==> src/rtl/soc_bus_decoder.sv <==
// Memory-bus decoder between the core master port and NSLV memory-mapped slaves.
// One outstanding transaction; unmapped accesses and silent slaves get an error response.
module soc_bus_decoder #(
    parameter int unsigned          XLEN      = 32,
    parameter int unsigned          NSLV      = 3,
    parameter logic [NSLV*XLEN-1:0] SLV_BASE  = {32'h0C00_0000, 32'h1000_0000, 32'h8000_0000},
    parameter logic [NSLV*XLEN-1:0] SLV_RANGE = {32'h1000, 32'h1000, 32'h1000},
    parameter int unsigned          TIMEOUT   = 255
) (
    input  logic                 clk,
    input  logic                 rst_n,
    input  logic                 m_req,
    input  logic                 m_we,
    input  logic [XLEN-1:0]      m_addr,
    input  logic [XLEN-1:0]      m_wdata,
    input  logic [XLEN/8-1:0]    m_be,
    output logic                 m_gnt,
    output logic                 m_rvalid,
    output logic [XLEN-1:0]      m_rdata,
    output logic                 m_err,
    output logic [NSLV-1:0]      s_req,
    output logic                 s_we,
    output logic [XLEN-1:0]      s_addr,
    output logic [XLEN-1:0]      s_wdata,
    output logic [XLEN/8-1:0]    s_be,
    input  logic [NSLV-1:0]      s_gnt,
    input  logic [NSLV-1:0]      s_rvalid,
    input  logic [NSLV*XLEN-1:0] s_rdata
);
    localparam int unsigned SW = (NSLV > 1) ? $clog2(NSLV) : 1;
    localparam int unsigned CW = (TIMEOUT > 1) ? $clog2(TIMEOUT + 1) : 1;
    localparam logic [CW:0] TO_CMP = (CW + 1)'(TIMEOUT);

    typedef enum logic [1:0] {IDLE, REQ, WAIT, ERR} state_e;

    state_e        state_q, state_d;
    logic [SW-1:0] sel_q, sel_d;
    logic [CW-1:0] cnt_q, cnt_d;

    logic            hit;
    logic [SW-1:0]   sel;
    logic [SW-1:0]   sel_eff;
    logic [NSLV-1:0] sel_1h;
    logic [XLEN-1:0] base_sel;
    logic [XLEN-1:0] rdata_sel;
    logic            gnt_sel;
    logic            rvalid_sel;

    // Descending scan so the lowest matching index wins; the extra bit keeps
    // BASE+RANGE past 2^XLEN from wrapping.
    always_comb begin
        hit = 1'b0;
        sel = '0;
        for (int i = NSLV - 1; i >= 0; i--) begin
            if ({1'b0, m_addr} >= {1'b0, SLV_BASE[i*XLEN +: XLEN]} &&
                ({1'b0, m_addr} - {1'b0, SLV_BASE[i*XLEN +: XLEN]}) <
                {1'b0, SLV_RANGE[i*XLEN +: XLEN]}) begin
                hit = 1'b1;
                sel = SW'(i);
            end
        end
    end

    // Fresh decode while idle, latched selection once the transaction is underway.
    assign sel_eff = (state_q == IDLE) ? sel : sel_q;

    always_comb begin
        sel_1h     = '0;
        base_sel   = '0;
        rdata_sel  = '0;
        gnt_sel    = 1'b0;
        rvalid_sel = 1'b0;
        for (int i = 0; i < NSLV; i++) begin
            if (sel_eff == SW'(i)) begin
                sel_1h[i]  = 1'b1;
                base_sel   = SLV_BASE[i*XLEN +: XLEN];
                rdata_sel  = s_rdata[i*XLEN +: XLEN];
                gnt_sel    = s_gnt[i];
                rvalid_sel = s_rvalid[i];
            end
        end
    end

    assign s_addr  = m_addr - base_sel;
    assign s_we    = m_we;
    assign s_wdata = m_wdata;
    assign s_be    = m_be;

    always_ff @(posedge clk or negedge rst_n) begin
        if (!rst_n) begin
            state_q <= IDLE;
            sel_q   <= '0;
            cnt_q   <= '0;
        end else begin
            state_q <= state_d;
            sel_q   <= sel_d;
            cnt_q   <= cnt_d;
        end
    end

    always_comb begin
        state_d  = state_q;
        sel_d    = sel_q;
        cnt_d    = cnt_q;
        s_req    = '0;
        m_gnt    = 1'b0;
        m_rvalid = 1'b0;
        m_err    = 1'b0;
        m_rdata  = '0;
        unique case (state_q)
            IDLE: begin
                if (m_req) begin
                    if (hit) begin
                        s_req = sel_1h;
                        sel_d = sel;
                        cnt_d = '0;
                        if (gnt_sel) begin
                            m_gnt   = 1'b1;
                            state_d = WAIT;
                        end else begin
                            state_d = REQ;
                        end
                    end else begin
                        m_gnt   = 1'b1;
                        state_d = ERR;
                    end
                end
            end
            REQ: begin
                s_req = sel_1h;
                cnt_d = '0;
                if (gnt_sel) begin
                    m_gnt   = 1'b1;
                    state_d = WAIT;
                end
            end
            WAIT: begin
                cnt_d = cnt_q + 1'b1;
                // A response in the final allowed cycle beats the timeout.
                if (rvalid_sel) begin
                    m_rvalid = 1'b1;
                    m_rdata  = rdata_sel;
                    cnt_d    = '0;
                    state_d  = IDLE;
                end else if (({1'b0, cnt_q} + 1'b1) == TO_CMP) begin
                    cnt_d   = '0;
                    state_d = ERR;
                end
            end
            ERR: begin
                m_rvalid = 1'b1;
                m_err    = 1'b1;
                state_d  = IDLE;
            end
            default: state_d = IDLE;
        endcase
    end

endmodule
==> config.mk <==
export PLATFORM = sky130hd
export DESIGN_NAME = soc_bus_decoder
export DESIGN_NICKNAME = d
export VERILOG_FILES = /design/src/rtl/soc_bus_decoder.sv
export SDC_FILE = /design/constraint.sdc
export NUM_CORES = 1
export LEC_CHECK = 0
export ABC_AREA = 1
export ABC_CLOCK_PERIOD_IN_PS = 2900
export BUFFER_PORTS_ARGS = -buffer_cell sky130_fd_sc_hd__buf_4
export CORE_AREA = 3 3 109 111
export DETAILED_ROUTE_END_ITERATION = 8
export DIE_AREA = 0 0 112 114
export HOLD_SLACK_MARGIN = 0.12
export PLACE_DENSITY = 0.58
export RECOVER_POWER = 100
export REMOVE_ABC_BUFFERS = 1
export SYNTH_ARGS = -nofsm -noshare
export SYNTH_HDL_FRONTEND = slang
export SYNTH_SLANG_ARGS = --single-unit
==> constraint.sdc <==
create_clock -name clk -period 2.9 [get_ports clk]
set_clock_uncertainty 0.05 [all_clocks]
set_input_delay 0.145 -clock clk [delete_from_list [all_inputs] [get_ports clk]]
set_output_delay 0.145 -clock clk [all_outputs]
set_load 0.01 [all_outputs]
==> results.yml, run 1 <==
route:
  ant_nets: 0
  viasPerCell: 4.78
  drtIter0Drc: 230
  drc: 0
  wl_per_cell_um: 21.0
  vias: 3166
  drtPass1Iterations: 4
  wl_um: 13900
synthesis:
  synth_mux_area_share_pct: 0
  synthAdderAreaFrac_pct: 4.65
  synth-edff-count: 0
  async_flop_share_pct: 100
  synthXorXnorAreaFrac_pct: 3.38
  synth.distinct_cells: 34
  synth_common_cells: "112 x nand2_1, 63 x buf_4, 51 x nand3_1"
  synth_area_leader_cell: "buf_4"
  syn-mean-instance-area_sq_um: 7.05
  synth_area_leaders: "buf_4 17%, a31oi_4 15%, nand2_1 15%"
  syn_inst: 405
  synth_top_family_by_area: "simple AND/OR/NAND/NOR gates"
  synthFlopType: "dfrtp_1"
  yosys_register_bits: 12
  synth_compound_area_share_pct: 22.9
  synthSimpleGateAreaFrac_pct: 34.0
  synth_area_sq_mm: 0.00285
  synth_top_area_share_pct: 16.6
  yosys_warnings: 0
  yosysMostFrequentCell: "nand2_1"
  synth-seq-area-share_pct: 10.5
pwr:
  peakVddDrop_uv: 271
  leakagePower_uw: 0.00166
  power_density_mw_per_mm2: 333
  p_total_uw: 1260
timing:
  fmax_mhz: 365
  relSlewSlack_pct: 56.3
  final_hold_viol_count: 0
  max_slew.worst_pin.slew_ns: 0.655
  rsz0062_at_grt: "false"
  finalSetupTns_ns: 0
  setup_viol: 0
  holdWs_ns: 0.240
  finalCriticalPeriod_ns: 2.74
  min_period_over_period_pct: 94.5
  maxSlewViolCount: 0
critical_path:
  crit_path_cell_trace: "nor2_4 -> inv_1 -> nand2_2 -> nand2_4 -> clkbuf_2 -> nor2_4 -> buf_4 -> buf_4 -> nand2_1 -> a31oi_1 -> buf_4"
  critPathLaunchType: "flip-flop"
  crit_type: "flip-flop to primary output"
  cpMostUsedCell: "buf_4"
  cp-end-kind: "primary output"
  cpPeakStageDelay_ns: 0.45
  path_delay_family: "buffers and inverters"
  critPathBufInv: 5
  arrival_ns: 2.55
  path_max_fanout: 24
  cp.required_ns: 2.71
  critical-path-slowest-cell: "dfrtp_1"
floorplanning:
  initial_core_util_pct: 26.2
  io_pins: 281
  die_x_um: 112
  die_y_um: 114
  die_area_sq_mm: 0.0128
  core_area_sq_mm: 0.0109
  rows: 38
layout:
  area_growth_pct: 33.2
  fin_nets: 708
  n_antenna_cell: 0
  drive_gt1_share_pct: 40.9
  final_util_pct: 34.9
clocking:
  tritoncts: "yes"
  htreeDepth: 1
  clkLatencyLatePin_ns: 0.24
  cts_buffers: 3
  clockBufferDepth: 2
  cts_root_buf: "clkbuf_8"
  cts_sinks: 12
  clk_pin_slew_ns: 0.05
outcome:
  outcome: "finished clean"
worst_hold_path:
  hp-class: "primary input to primary output"
global_routing:
  grt_pass1_vias: 3111
  grt_pass1_wl_um: 19600
  grt_max_degree: 34
  antenna_found_initial: 0
  grt_usage_pct: 20.5
  grt_overflow_total: 0
flow_run:
  cap_viol_max_count: 0
place:
  port_buffers: 182
  routabilityCongestion: 0.946
  dp_hpwl_um: 12000
==> routing by layer <==
layer / routed length, um / track usage (%) / up-vias
met3: 2650 / 17.0 / 14
li1: - / - / 1506
met5: 150 / 8.63 / -
met2: 6680 / 35.5 / 236
met1: 4310 / 18.8 / 1406
met4: 115 / 2.48 / 4
==> per-stage QoR <==
step                      area (sq um)  setup WS (ns)  std cells
final                             3800          0.160        663
after global routing              3800         0.0137        663
after CTS                         3940         0.0750        662
after detailed placement          3870          0.161        657
after global placement            3870          0.187        657
after floorplan                   2270         0.0745        327
==> worst reg2reg max path: stages, from the launching register on <==
cell      delay (ns)
dfrtp_1         0.45
nor2_4          0.23
inv_1           0.12
nand2_2         0.12
nand2_4         0.06
clkbuf_2        0.15
nor2_4          0.10
buf_4           0.19
nand2_1         0.11
nand4_1         0.12
nand2_1         0.09
nand2_1         0.06
inv_1           0.04
nand2_1         0.04
nand2_1         0.04
==> worst paths after layout <==
check / startpoint / to / slack, ns / cells after the start
setup / recovery: state_q[1] / m_rdata[31] / 0.16 / 11
hold / removal: m_addr[5] / s_addr[5] / 0.24 / 0
setup reg to reg: state_q[1] / state_q[0] / 0.83 / 14
hold reg to reg: sel_q[0] / sel_q[0] / 0.46 / 2
max in group asynchronous: rst_n / sel_q[0] / 1.99 / 2
min in group asynchronous: rst_n / cnt_q[7] / 0.39 / 2
==> layout by cell type (no fill, tap or decap) <==
| master | n |
|---|---|
| buf_4 | 145 |
| xnor2_1 | 3 |
| o21ai_0 | 11 |
| a31oi_1 | 2 |
| inv_2 | 7 |
| or2_1 | 1 |
| clkbuf_2 | 5 |
| fa_1 | 1 |
| ha_2 | 1 |
| or2_2 | 1 |
| dfrtp_1 | 12 |
| a21oi_2 | 1 |
| ha_1 | 8 |
| nor2_4 | 3 |
| a21oi_1 | 4 |
| o21ai_1 | 2 |
| nand3b_1 | 2 |
| nor4_1 | 1 |
| nand2_4 | 2 |
| nand2_2 | 5 |
| clkbuf_8 | 4 |
| inv_6 | 1 |
| dlygate4sd3_1 | 1 |
| nand3_1 | 51 |
| nor2_1 | 26 |
| nor3_1 | 1 |
| nand3_2 | 3 |
| xor2_1 | 8 |
| nand4_1 | 3 |
| nand2_1 | 110 |
| inv_1 | 23 |
| clkbuf_1 | 39 |
| a31oi_4 | 20 |
| a31oi_2 | 10 |
| clkbuf_4 | 2 |
| nor2_2 | 3 |
| nand3_4 | 1 |
==> flip-flops by register name, indices dropped and copies added, names as in the netlist <==
signal,cells
state_q,2
sel_q,2
cnt_q,8
==> final cells by class <==
class                   instances  area, sq um
flip-flops and latches         12          300
repair buffers                192         1280
multi-input cells             284         1870
well taps                     140          175
inverters                      31          121
clock buffers                   4         55.1
fillers                      1199         7090
==> repair_timing <==
item	CTS	global route
resized for setup	1	6
hold buffers	1	0
pin swaps	0	3
endpoints found under the hold margin	12	0
setup buffers	0	1
setup endpoints to repair	1	2
==> cell families after synthesis <==
| kind of cell | Yosys count |
|---|---|
| buffers and inverters | 109 |
| and+or+nand+nor | 213 |
| xor gates and xnor gates | 11 |
| AOI/OAI and AO/OA | 50 |
| DFF | 12 |
| adders and majority gates | 10 |
==> report_power, final <==
| group | internal, uW | switching (uW) | total [uW] |
|---|---|---|---|
| registers | 195 | 41.9 | 237 |
| logic | 364 | 480 | 844 |
| clock network | 120 | 64.1 | 184 |
(Power assumes the default switching activity.)
==> run 2, diff against run 1 <==
ABC_AREA = 0   (was 1)
CORE_AREA = 3 3 108 110   (was 3 3 109 111)
DIE_AREA = 0 0 111 113   (was 0 0 112 114)
PLACE_DENSITY = 0.55   (was 0.58)
==> run 2 against run 1 <==
Effect of this change:
- first-iteration DRC count shrank 50%
- routed wire length fell by 10%
- global-route usage down 2.1 points
- die area fell by 1.8%
- critical path type is now primary input to primary output
- sequential cell count unchanged
- largest cell class unchanged
- sequential share of layout area up 0.25 points
- setup slack lost 0.067 ns
==> results.yml, run 2 <==
timing:
  finalSetupTns_ns: 0
  setup_viol: 0
  max_slew.worst_pin.slew_ns: 0.900
  fmax_mhz: 356
  final_hold_viol_count: 0
  maxSlewViolCount: 0
  finalCriticalPeriod_ns: 2.81
  rsz0062_at_grt: "true"
  relSlewSlack_pct: 39.7
  min_period_over_period_pct: 96.8
layout:
  drive_gt1_share_pct: 51.9
  n_antenna_cell: 0
  fin_area_sq_mm: 0.00369
  area_growth_pct: 49.0
  largest_reg_flops: 8
  top_register: "cnt_q"
  mostFrequentLayoutCells: "181 x buf_4, 44 x nor2_1, 32 x mux2_2, 32 x a22oi_1, 18 x clkbuf_1"
  instances_no_fill: 589
  layout_commonest_cell: "buf_4"
  reg.largest.list: "cnt_q: 8 flops, sel_q: 2 flops, state_q: 2 flops"
  fin_nets: 634
  final_util_pct: 34.2
floorplanning:
  die_y_um: 113
  core_area_sq_mm: 0.0108
  die_x_um: 111
  initial_core_util_pct: 22.9
  rows: 38
  io_pins: 281
  die_area_sq_mm: 0.0125
clocking:
  tritoncts: "yes"
  cts_buffers: 3
  cts_sinks: 12
  clockBufferDepth: 2
  clkLatencyLatePin_ns: 0.24
  htreeDepth: 1
  cts_root_buf: "clkbuf_8"
route:
  drc: 0
  wl_um: 12500
  vias: 2849
  drtIter0Drc: 114
  wl_per_cell_um: 21.2
  ant_nets: 0
  viasPerCell: 4.84
  drtPass1Iterations: 4
critical_path:
  crit_type: "primary input to primary output"
  cpPeakStageDelay_ns: 0.28
  arrival_ns: 2.61
  critPathLaunchType: "primary input"
  cp.required_ns: 2.71
  path_max_fanout: 3
  critical-path-slowest-cell: "ha_1"
  crit_path_cell_trace: "buf_4 -> inv_1 -> ha_1 -> a21boi_0 -> xnor2_1 -> o2111ai_2 -> nand2_2 -> nand2_1 -> ha_1 -> nor2b_1 -> o21ai_0 -> nand2b_1 -> nor3_2 -> xnor2_1 -> xnor2_1 -> buf_4"
  cp-end-kind: "primary output"
  cpMostUsedCell: "xnor2_1"
synthesis:
  synth_common_cells: "63 x buf_4, 45 x nor2_1, 32 x a22oi_1, 32 x mux2_2, 15 x nand2_1"
  synthXorXnorAreaFrac_pct: 3.89
  synth-seq-area-share_pct: 12.1
  synth-edff-count: 0
  syn-mean-instance-area_sq_um: 7.69
  synth_top_family_by_area: "buffers and inverters"
  yosys_warnings: 0
  synth_area_leader_cell: "buf_4"
  synthFlopType: "dfrtp_1"
  syn_inst: 322
  async_flop_share_pct: 100
  synth_area_leaders: "buf_4 19%, mux2_2 15%, dfrtp_1 12%"
  synth_mux_area_share_pct: 15.0
  synth_compound_area_share_pct: 20.2
  synth_top_area_share_pct: 19.1
  synthAdderAreaFrac_pct: 5.36
  yosys_register_bits: 12
  synth_area_sq_mm: 0.00247
  yosysMostFrequentCell: "buf_4"
  synth.distinct_cells: 51
  synthSimpleGateAreaFrac_pct: 19.2
global_routing:
  grt_usage_pct: 18.4
  grt_pass1_wl_um: 17500
  grt_overflow_total: 0
  grt_pass1_vias: 2780
  grt_max_degree: 36
  antenna_found_initial: 2
worst_hold_path:
  hp-class: "primary input to primary output"
pwr:
  clkPwrFrac_pct: 15.8
  intPower_uw: 711
  peakVddDrop_uv: 259
  leakagePower_uw: 0.00180
  power_density_mw_per_mm2: 324
  p_switching_uw: 482
  p_total_uw: 1190
  combPwrFrac_pct: 64.7
  switching_share_pct: 40.4
  power_frac_seq_pct: 19.5
place:
  place_inst: 583
  postPlaceCellArea_sq_mm: 0.00364
  dp_hpwl_um: 10900
  routabilityCongestion: 0.828
  port_buffers: 182
outcome:
  outcome: "finished clean"
flow_run:
  cap_viol_max_count: 0
-- run 2: cell count changes after synthesis, moves of 20 or more --
cell     delta
nor2_1     +20
nand2_1    -97
a22oi_1    +32
nand3_1    -48
a31oi_4    -20
mux2_2     +32
-- run 2: critical path: cells and delay by family --
family | cells | cell delay, ns
AO/OA/AOI/OAI | 3 | 0.58
XOR/XNOR | 3 | 0.50
buffers and inverters | 3 | 0.34
AND/OR/NAND/NOR | 5 | 0.56
adder cells (fa/ha/maj) | 2 | 0.47
-- run 2: per-layer routing --
layer	vias to the layer above	GRT usage [%]	share of wire, %
li1	1330	-	-
met2	213	26.0	40
met3	21	15.2	19
met1	1279	21.4	39
met4	6	2.79	1.5
met5	-	5.88	0.80
-- run 2: layout make-up --
type                       count  area, sq um
multi-input combinational    218         1630
timing repair buffer         202         1480
sequential                    12          300
tap                          140          175
fill                        1143         7110
clock buffer                   4         55.1
inverter                      13         48.8
-- run 2: path summary, 6_finish.rpt --
kind                            start    endpoint  slack (ns)  cells after the start
min in group asynchronous       rst_n    cnt_q[3]        0.42                      2
setup reg to reg           state_q[1]    cnt_q[4]        0.54                      8
max in group asynchronous       rst_n  state_q[0]        1.92                      2
setup / recovery           m_addr[28]  s_addr[31]        0.09                     16
hold reg to reg              sel_q[1]    sel_q[1]        0.44                      2
hold / removal                m_be[3]     s_be[3]        0.24                      0
-- run 2: kinds of logic (layout without fill, tap and decap cells) --
| logic type | count (synthesis) | in the layout |
|---|---|---|
| buffers and inverters | 92 | 219 |
| flip-flops | 12 | 12 |
| AND/OR/NAND/NOR | 96 | 96 |
| multiplexers | 33 | 33 |
| AO/OA/AOI/OAI | 68 | 68 |
| XOR/XNOR | 11 | 11 |
| adder cells (fa/ha/maj) | 10 | 10 |
-- run 2: repair_timing --
item / CTS / global route
endpoints found under the hold margin: 12 / 0
setup endpoints to repair: 1 / 34
hold buffers: 1 / 0
resized for setup: 1 / 8
setup buffers: 0 / 1
pin swaps: 0 / 2
-- run 2: metrics by stage --
step	hold WS, ns	worst slack, ns
2_1_floorplan	-0.201	-1.36
3_3_place_gp	-0.0541	0.0805
3_5_place_dp	-0.0503	0.0668
4_1_cts	0.231	0.0474
5_1_grt	0.240	-0.0528
6_report	0.240	0.0923
-- run 2: power by group through the flow --
stage,combinational [uW],sequential [uW],clock (uW)
after floorplan,330,232,0
after global placement,761,229,0
after detailed placement,769,228,0
after CTS,776,232,190
after global routing,846,239,198
final,772,233,189
